### src/rtl/demux16_deser_if.sv
// demux16_deser_if: bundles the serial input handshake, the parallel output
// handshake and the status outputs of the bit-serial deserialiser.
//   in_valid/in_bit/in_sof -> serial bit stream, in_ready <- backpressure
//   dout/dout_valid        <- assembled word, dout_ready -> consumer take
//   lane_sel/slot_strobe/frame_err <- lane position and status
// slave modport is the deserialiser side; master is the producer/consumer side.
interface demux16_deser_if #(
  parameter int WIDTH = 16,
  parameter int SEL_W = 4
);
  logic             in_valid;
  logic             in_bit;
  logic             in_sof;
  logic             in_ready;
  logic [WIDTH-1:0] dout;
  logic             dout_valid;
  logic             dout_ready;
  logic [SEL_W-1:0] lane_sel;
  logic [WIDTH-1:0] slot_strobe;
  logic             frame_err;

  modport slave (
    input  in_valid, in_bit, in_sof, dout_ready,
    output in_ready, dout, dout_valid, lane_sel, slot_strobe, frame_err
  );

  modport master (
    output in_valid, in_bit, in_sof, dout_ready,
    input  in_ready, dout, dout_valid, lane_sel, slot_strobe, frame_err
  );
endinterface

### src/rtl/demux16_deser.sv
// demux16_deser: bit-serial to WIDTH-bit parallel demultiplexer.
// Each accepted bit is routed to the next lane (LSB first). A completed word
// moves to the output register; if that register still holds an untaken word,
// the completed word is parked in the assembly register and input is stalled.
// Ports:
//   clk  - rising-edge clock
//   rst  - asynchronous active-high reset
//   bus  - demux16_deser_if.slave (serial in, parallel out, status)
module demux16_deser #(
  parameter int WIDTH = 16,
  parameter int SEL_W = 4
) (
  input  logic            clk,
  input  logic            rst,
  demux16_deser_if.slave  bus
);

  logic [WIDTH-1:0] asm_q, asm_d;
  logic [SEL_W-1:0] lane_q, lane_d;
  logic [WIDTH-1:0] dout_q, dout_d;
  logic             dout_valid_q, dout_valid_d;
  logic             asm_full_q, asm_full_d;
  logic [WIDTH-1:0] strobe_q, strobe_d;
  logic             frame_err_q, frame_err_d;

  logic             accept;
  logic             take;
  logic             complete;
  logic [WIDTH-1:0] word;
  logic [SEL_W-1:0] wr_lane;

  always_comb begin
    accept       = bus.in_valid & ~asm_full_q;
    take         = dout_valid_q & bus.dout_ready;
    asm_d        = asm_q;
    lane_d       = lane_q;
    dout_d       = dout_q;
    dout_valid_d = dout_valid_q;
    asm_full_d   = asm_full_q;
    strobe_d     = '0;
    frame_err_d  = frame_err_q;
    complete     = 1'b0;
    word         = asm_q;
    wr_lane      = lane_q;

    if (accept) begin
      if (bus.in_sof) begin
        // Resync: restart the frame at lane 0; a nonzero lane means the
        // partial frame in progress is being thrown away.
        word     = '0;
        word[0]  = bus.in_bit;
        wr_lane  = '0;
        lane_d   = SEL_W'(1);
        if (lane_q != '0) frame_err_d = 1'b1;
      end else begin
        word          = asm_q;
        word[lane_q]  = bus.in_bit;
        lane_d        = lane_q + SEL_W'(1);
        complete      = (lane_q == SEL_W'(WIDTH - 1));
      end
      strobe_d[wr_lane] = 1'b1;
      asm_d             = word;
    end

    if (complete) begin
      // Output register free (or being freed this cycle): publish directly so
      // consecutive frames stream without a bubble; otherwise park the word.
      if (!dout_valid_q || take) begin
        dout_d       = word;
        dout_valid_d = 1'b1;
      end else begin
        asm_full_d = 1'b1;
      end
    end else if (take) begin
      if (asm_full_q) begin
        dout_d     = asm_q;
        asm_full_d = 1'b0;
        lane_d     = '0;
      end else begin
        dout_valid_d = 1'b0;
      end
    end
  end

  always_ff @(posedge clk or posedge rst) begin
    if (rst) begin
      asm_q        <= '0;
      lane_q       <= '0;
      dout_q       <= '0;
      dout_valid_q <= 1'b0;
      asm_full_q   <= 1'b0;
      strobe_q     <= '0;
      frame_err_q  <= 1'b0;
    end else begin
      asm_q        <= asm_d;
      lane_q       <= lane_d;
      dout_q       <= dout_d;
      dout_valid_q <= dout_valid_d;
      asm_full_q   <= asm_full_d;
      strobe_q     <= strobe_d;
      frame_err_q  <= frame_err_d;
    end
  end

  assign bus.in_ready    = ~asm_full_q;
  assign bus.dout        = dout_q;
  assign bus.dout_valid  = dout_valid_q;
  assign bus.lane_sel    = lane_q;
  assign bus.slot_strobe = strobe_q;
  assign bus.frame_err   = frame_err_q;

endmodule

### src/flat_wrapper.sv
// flat-port wrapper written by rule: the top's interface ports become plain ports
module demux16_deser_flat 
#(
  parameter int WIDTH = 16,
  parameter int SEL_W = 4
)
  (clk, rst, bus_in_valid, bus_in_bit, bus_in_sof, bus_dout_ready, bus_in_ready, bus_dout, bus_dout_valid, bus_lane_sel, bus_slot_strobe, bus_frame_err);
  demux16_deser_if #(.WIDTH(WIDTH), .SEL_W(SEL_W)) bus_i ();
  input  logic clk;
  input  logic rst;
  input wire logic [$bits(bus_i.in_valid)-1:0] bus_in_valid;
  input wire logic [$bits(bus_i.in_bit)-1:0] bus_in_bit;
  input wire logic [$bits(bus_i.in_sof)-1:0] bus_in_sof;
  input wire logic [$bits(bus_i.dout_ready)-1:0] bus_dout_ready;
  output wire logic [$bits(bus_i.in_ready)-1:0] bus_in_ready;
  output wire logic [$bits(bus_i.dout)-1:0] bus_dout;
  output wire logic [$bits(bus_i.dout_valid)-1:0] bus_dout_valid;
  output wire logic [$bits(bus_i.lane_sel)-1:0] bus_lane_sel;
  output wire logic [$bits(bus_i.slot_strobe)-1:0] bus_slot_strobe;
  output wire logic [$bits(bus_i.frame_err)-1:0] bus_frame_err;
  assign bus_i.in_valid = bus_in_valid;
  assign bus_i.in_bit = bus_in_bit;
  assign bus_i.in_sof = bus_in_sof;
  assign bus_i.dout_ready = bus_dout_ready;
  assign bus_in_ready = bus_i.in_ready;
  assign bus_dout = bus_i.dout;
  assign bus_dout_valid = bus_i.dout_valid;
  assign bus_lane_sel = bus_i.lane_sel;
  assign bus_slot_strobe = bus_i.slot_strobe;
  assign bus_frame_err = bus_i.frame_err;
  demux16_deser #(.WIDTH(WIDTH), .SEL_W(SEL_W)) u_core (.clk(clk), .rst(rst), .bus(bus_i));
endmodule
### config.mk
export PLATFORM = sky130hd
export DESIGN_NAME = demux16_deser_flat
export DESIGN_NICKNAME = d
export VERILOG_FILES = /design/src/rtl/demux16_deser_if.sv /design/src/rtl/demux16_deser.sv /design/src/flat_wrapper.sv
export SDC_FILE = /design/constraint.sdc
export NUM_CORES = 1
export LEC_CHECK = 0
export BUFFER_PORTS_ARGS = -buffer_cell sky130_fd_sc_hd__buf_2
export CAP_MARGIN = 30
export CORE_AREA = 3 3 104 106
export DETAILED_ROUTE_END_ITERATION = 7
export DIE_AREA = 0 0 107 109
export PLACE_DENSITY_LB_ADDON = 0.08
export SKIP_CTS_REPAIR_TIMING = 1
export SYNTH_ARGS = -nofsm -noshare
export SYNTH_HDL_FRONTEND = slang
export SYNTH_SLANG_ARGS = --single-unit
### constraint.sdc
create_clock -name clk -period 2.5 [get_ports clk]
set_input_delay 0.375 -clock clk [delete_from_list [all_inputs] [get_ports clk]]
set_output_delay 0.375 -clock clk [all_outputs]
set_load 0.05 [all_outputs]
==> run_results.csv <==
group,metric,value,unit
placed_design,place.port_buffers,44,
floorplan,core,9860,sq um
synth,yosysTopAreaCell,"dfrtp_1",
setup_path,worstPathArrival,2160,ps
clock_network,cts_tree,"done",
global_route,grtUsageTotal,0.105,
synth,netlist.area_leader.share,0.558,
synth,synthCells,226,
setup_path,critPathKind,"flop to flop",
final_layout,area.growth.synth_to_final,18.1,%
setup_path,crit_chain,"ha_1 > and2b_1 > a31oi_2 > buf_4 > mux2_4",
clock_network,cts.sinks,55,
timing,setup_viol,0,
setup_path,critPathCapture,"u_core.bus.dout[0]$_DFFE_PP0P_",
floorplan,design.die.area,11700,sq um
job,maxCapViolCount,0,
setup_path,crit_family,"flip-flops",
global_route,overflow,0,
timing,max_slew_margin,0.522,
final_layout,drive_above_1_share,0.271,
clock_network,clkTransAtPathRegs,110,ps
setup_path,r2r_cells,5,
routing,avgRoutedWirePerCell,14.4,um
routing,ant_nets,0,
setup_path,crit_path_max_incr_delay,470,ps
pwr,intPower,1.31,mW
timing,tightestPinTransition,716,ps
synth,synth_edf_count,0,
setup_path,reg2reg_setup_slack,540,ps
floorplan,io_pins,45,
synth,synth_most_common_cell,"dfrtp_1",
placed_design,place_congestion,0.692,
setup_path,r2r_end,"u_core.bus.dout[0]$_DFFE_PP0P_",
synth,synth.distinct_cells,31,
synth,async_flop_share,1.00,
setup_path,cp.required,2700,ps
setup_path,cp_num_cells,5,
pwr,combPwrFrac,0.207,
global_route,grt_max_degree,56,
clock_network,root_buffer,"clkbuf_8",
pwr,pwr-share-seq,0.534,
synth,synth_seq_cells,55,
setup_path,r2r_start,"u_core.bus.lane_sel[0]$_DFF_PP0_",
placed_design,place_ws,541,ps
timing,period_minus_slack,1960,ps
timing,rsz0062_at_grt,"no",
routing,post_drt_via_cell_ratio,4.14,
clock_network,h-tree-depth,2,
routing,num_vias,1680,
pwr,clkPwrFrac,0.259,
synth,synth_seq_area_share,0.558,
final_layout,nets,282,
synth,synth_area_leaders,"dfrtp_1 (56%), mux2i_1 (7.7%), mux2_4 (7.3%), nand2_1 (6.2%), nor2_1 (3.5%)",
timing,fin_setup_tns,0,ps
pwr,p_per_area,685,nW/um^2
pwr,p_switching,0.686,mW
clock_network,insertion_delay,320,ps
global_route,antenna_found_initial,0,
synth,synthesis.nets,236,
setup_path,cp-end-kind,"flop",
timing,skew,13.5,ps
routing,drt-initial-drc-count,58,
routing,dr.pass1.iters,4,
final_layout,num_antenna_cells,0,
setup_path,slowest_stage,"dfrtp_1",
pwr,p_sw_frac,0.344,
setup_path,crit_start,"u_core.bus.lane_sel[0]$_DFF_PP0_",
synth,synth.cell_area,2470,sq um
floorplan,die_y,109,um
timing,fmax,511,MHz
global_route,grt_pass1_wl,9620,um
timing,finalCritPeriodShare,0.784,
synth,yosys_warnings,0,
timing,worst_slack,541,ps
placed_design,hpwlAfterDp,4080,um
floorplan,rows,36,
global_route,grt_pass1_vias,1756,
routing,finalWirelength,5860,um
outcome,outcome,"finished, final reports clean",
timing,finalHoldViolCount,0,
setup_path,critPathBufInv,1,
synth,ys.flop_type,"dfrtp_1",
timing,slew_violations,0,
routing,remaining_drc_errors,0,
floorplan,dieWidth,107,um
synth,yosys-top-cells-count,"dfrtp_1 (55), nand2_1 (41), nor2_1 (23), mux2i_1 (19)",
pwr,p_leak,1.52,nW
setup_path,crit_path_max_fanout,13,
hold_path,hold_class,"primary input to asynchronous set/reset pin",
pwr,irDropWorstVdd,0.227,mV
synth,synth_area_per_cell,10.9,sq um
clock_network,clock_path_buffers,2,
floorplan,initial_core_util,0.250,
setup_path,critPathLaunchType,"flop",
clock_network,cts_buffers,5,
## worst min path at each step
stage                                       to  slack [ps]  cells after the start
4_1_cts          u_core.asm_full_q$_DFFE_PP0P_         260                      2
5_1_grt          u_core.asm_full_q$_DFFE_PP0P_         270                      2
6_report        u_core.bus.dout[8]$_DFFE_PP0P_         240                      3
3_3_place_gp   u_core.bus.dout[14]$_DFFE_PP0P_         470                      2
3_5_place_dp   u_core.bus.dout[13]$_DFFE_PP0P_         470                      2
2_1_floorplan    u_core.asm_full_q$_DFFE_PP0P_         460                      1
## cells by family (layout without fill, tap and decap cells)
logic type	Yosys count	in the layout	synth area share
mux	32	32	0.155
fa+ha+maj	4	4	0.0203
simple gates	86	86	0.154
compound gates	33	33	0.0741
buf+inv	16	63	0.0391
flops	55	55	0.558
## power by group through the flow
stage	logic (mW)	clock network, mW	registers (mW)
6_report	0.413	0.517	1.07
5_1_grt	0.460	0.577	1.08
4_1_cts	0.423	0.544	1.07
3_5_place_dp	0.423	0	1.09
3_3_place_gp	0.420	0	1.08
2_1_floorplan	0.237	0	1.14
## sequential cells by signal, summed over array words and instances (netlist names)
register	flops
u_core.asm_q	16
u_core.bus.dout	16
u_core.bus.slot_strobe	16
u_core.bus.lane_sel	4
u_core.asm_full_q	1
u_core.bus.dout_valid	1
u_core.bus.frame_err	1
## area by class of cell
type | count | area (sq um)
flip-flops and latches | 55 | 1380
clock buffers | 5 | 68.8
repair buffers | 50 | 265
fillers | 1050 | 6950
clock inverters | 3 | 23.8
inverters | 5 | 18.8
well taps | 133 | 166
multi-input cells | 155 | 993
## routing by layer
metal,global-route usage,up-vias,routed length [um]
li1,-,852,-
met1,0.151,792,3030
met2,0.161,30,2580
met3,0.0219,6,196
met4,0.0301,0,61
met5,0,-,0
## metrics by stage
| step | total power [mW] | hold slack, ps | instances | utilization | cell area, sq um |
|---|---|---|---|---|---|
| after CTS | 2.04 | 257 | 406 | 0.295 | 2910 |
| after floorplan | 1.38 | 462 | 226 | - | 2470 |
| final | 2.00 | 242 | 406 | 0.295 | 2910 |
| after global routing | 2.12 | 272 | 406 | 0.295 | 2910 |
| after global placement | 1.50 | 471 | 398 | 0.286 | 2820 |
| after detailed placement | 1.51 | 469 | 398 | 0.286 | 2820 |
## cells in the final DEF, fill, tap and decap left out, drive strengths merged
cell type / n
a211oi: 1
a21o: 1
a21oi: 6
a31o: 1
a31oi: 2
and2: 1
and2b: 1
and3: 4
and4b: 1
buf: 50
clkbuf: 5
clkinvlp: 2
dfrtp: 55
ha: 4
inv: 6
mux2: 13
mux2i: 19
nand2: 41
nand2b: 3
nand3: 5
nand3b: 1
nand4b: 1
nor2: 23
nor2b: 3
nor3: 1
o21ai: 22
or3: 1
## tightest hold or removal path, cell delays in order
cell   delay [ps]
buf_2         100
inv_2          30
buf_4         550
Note: power is estimated with default switching activity, not from simulation.
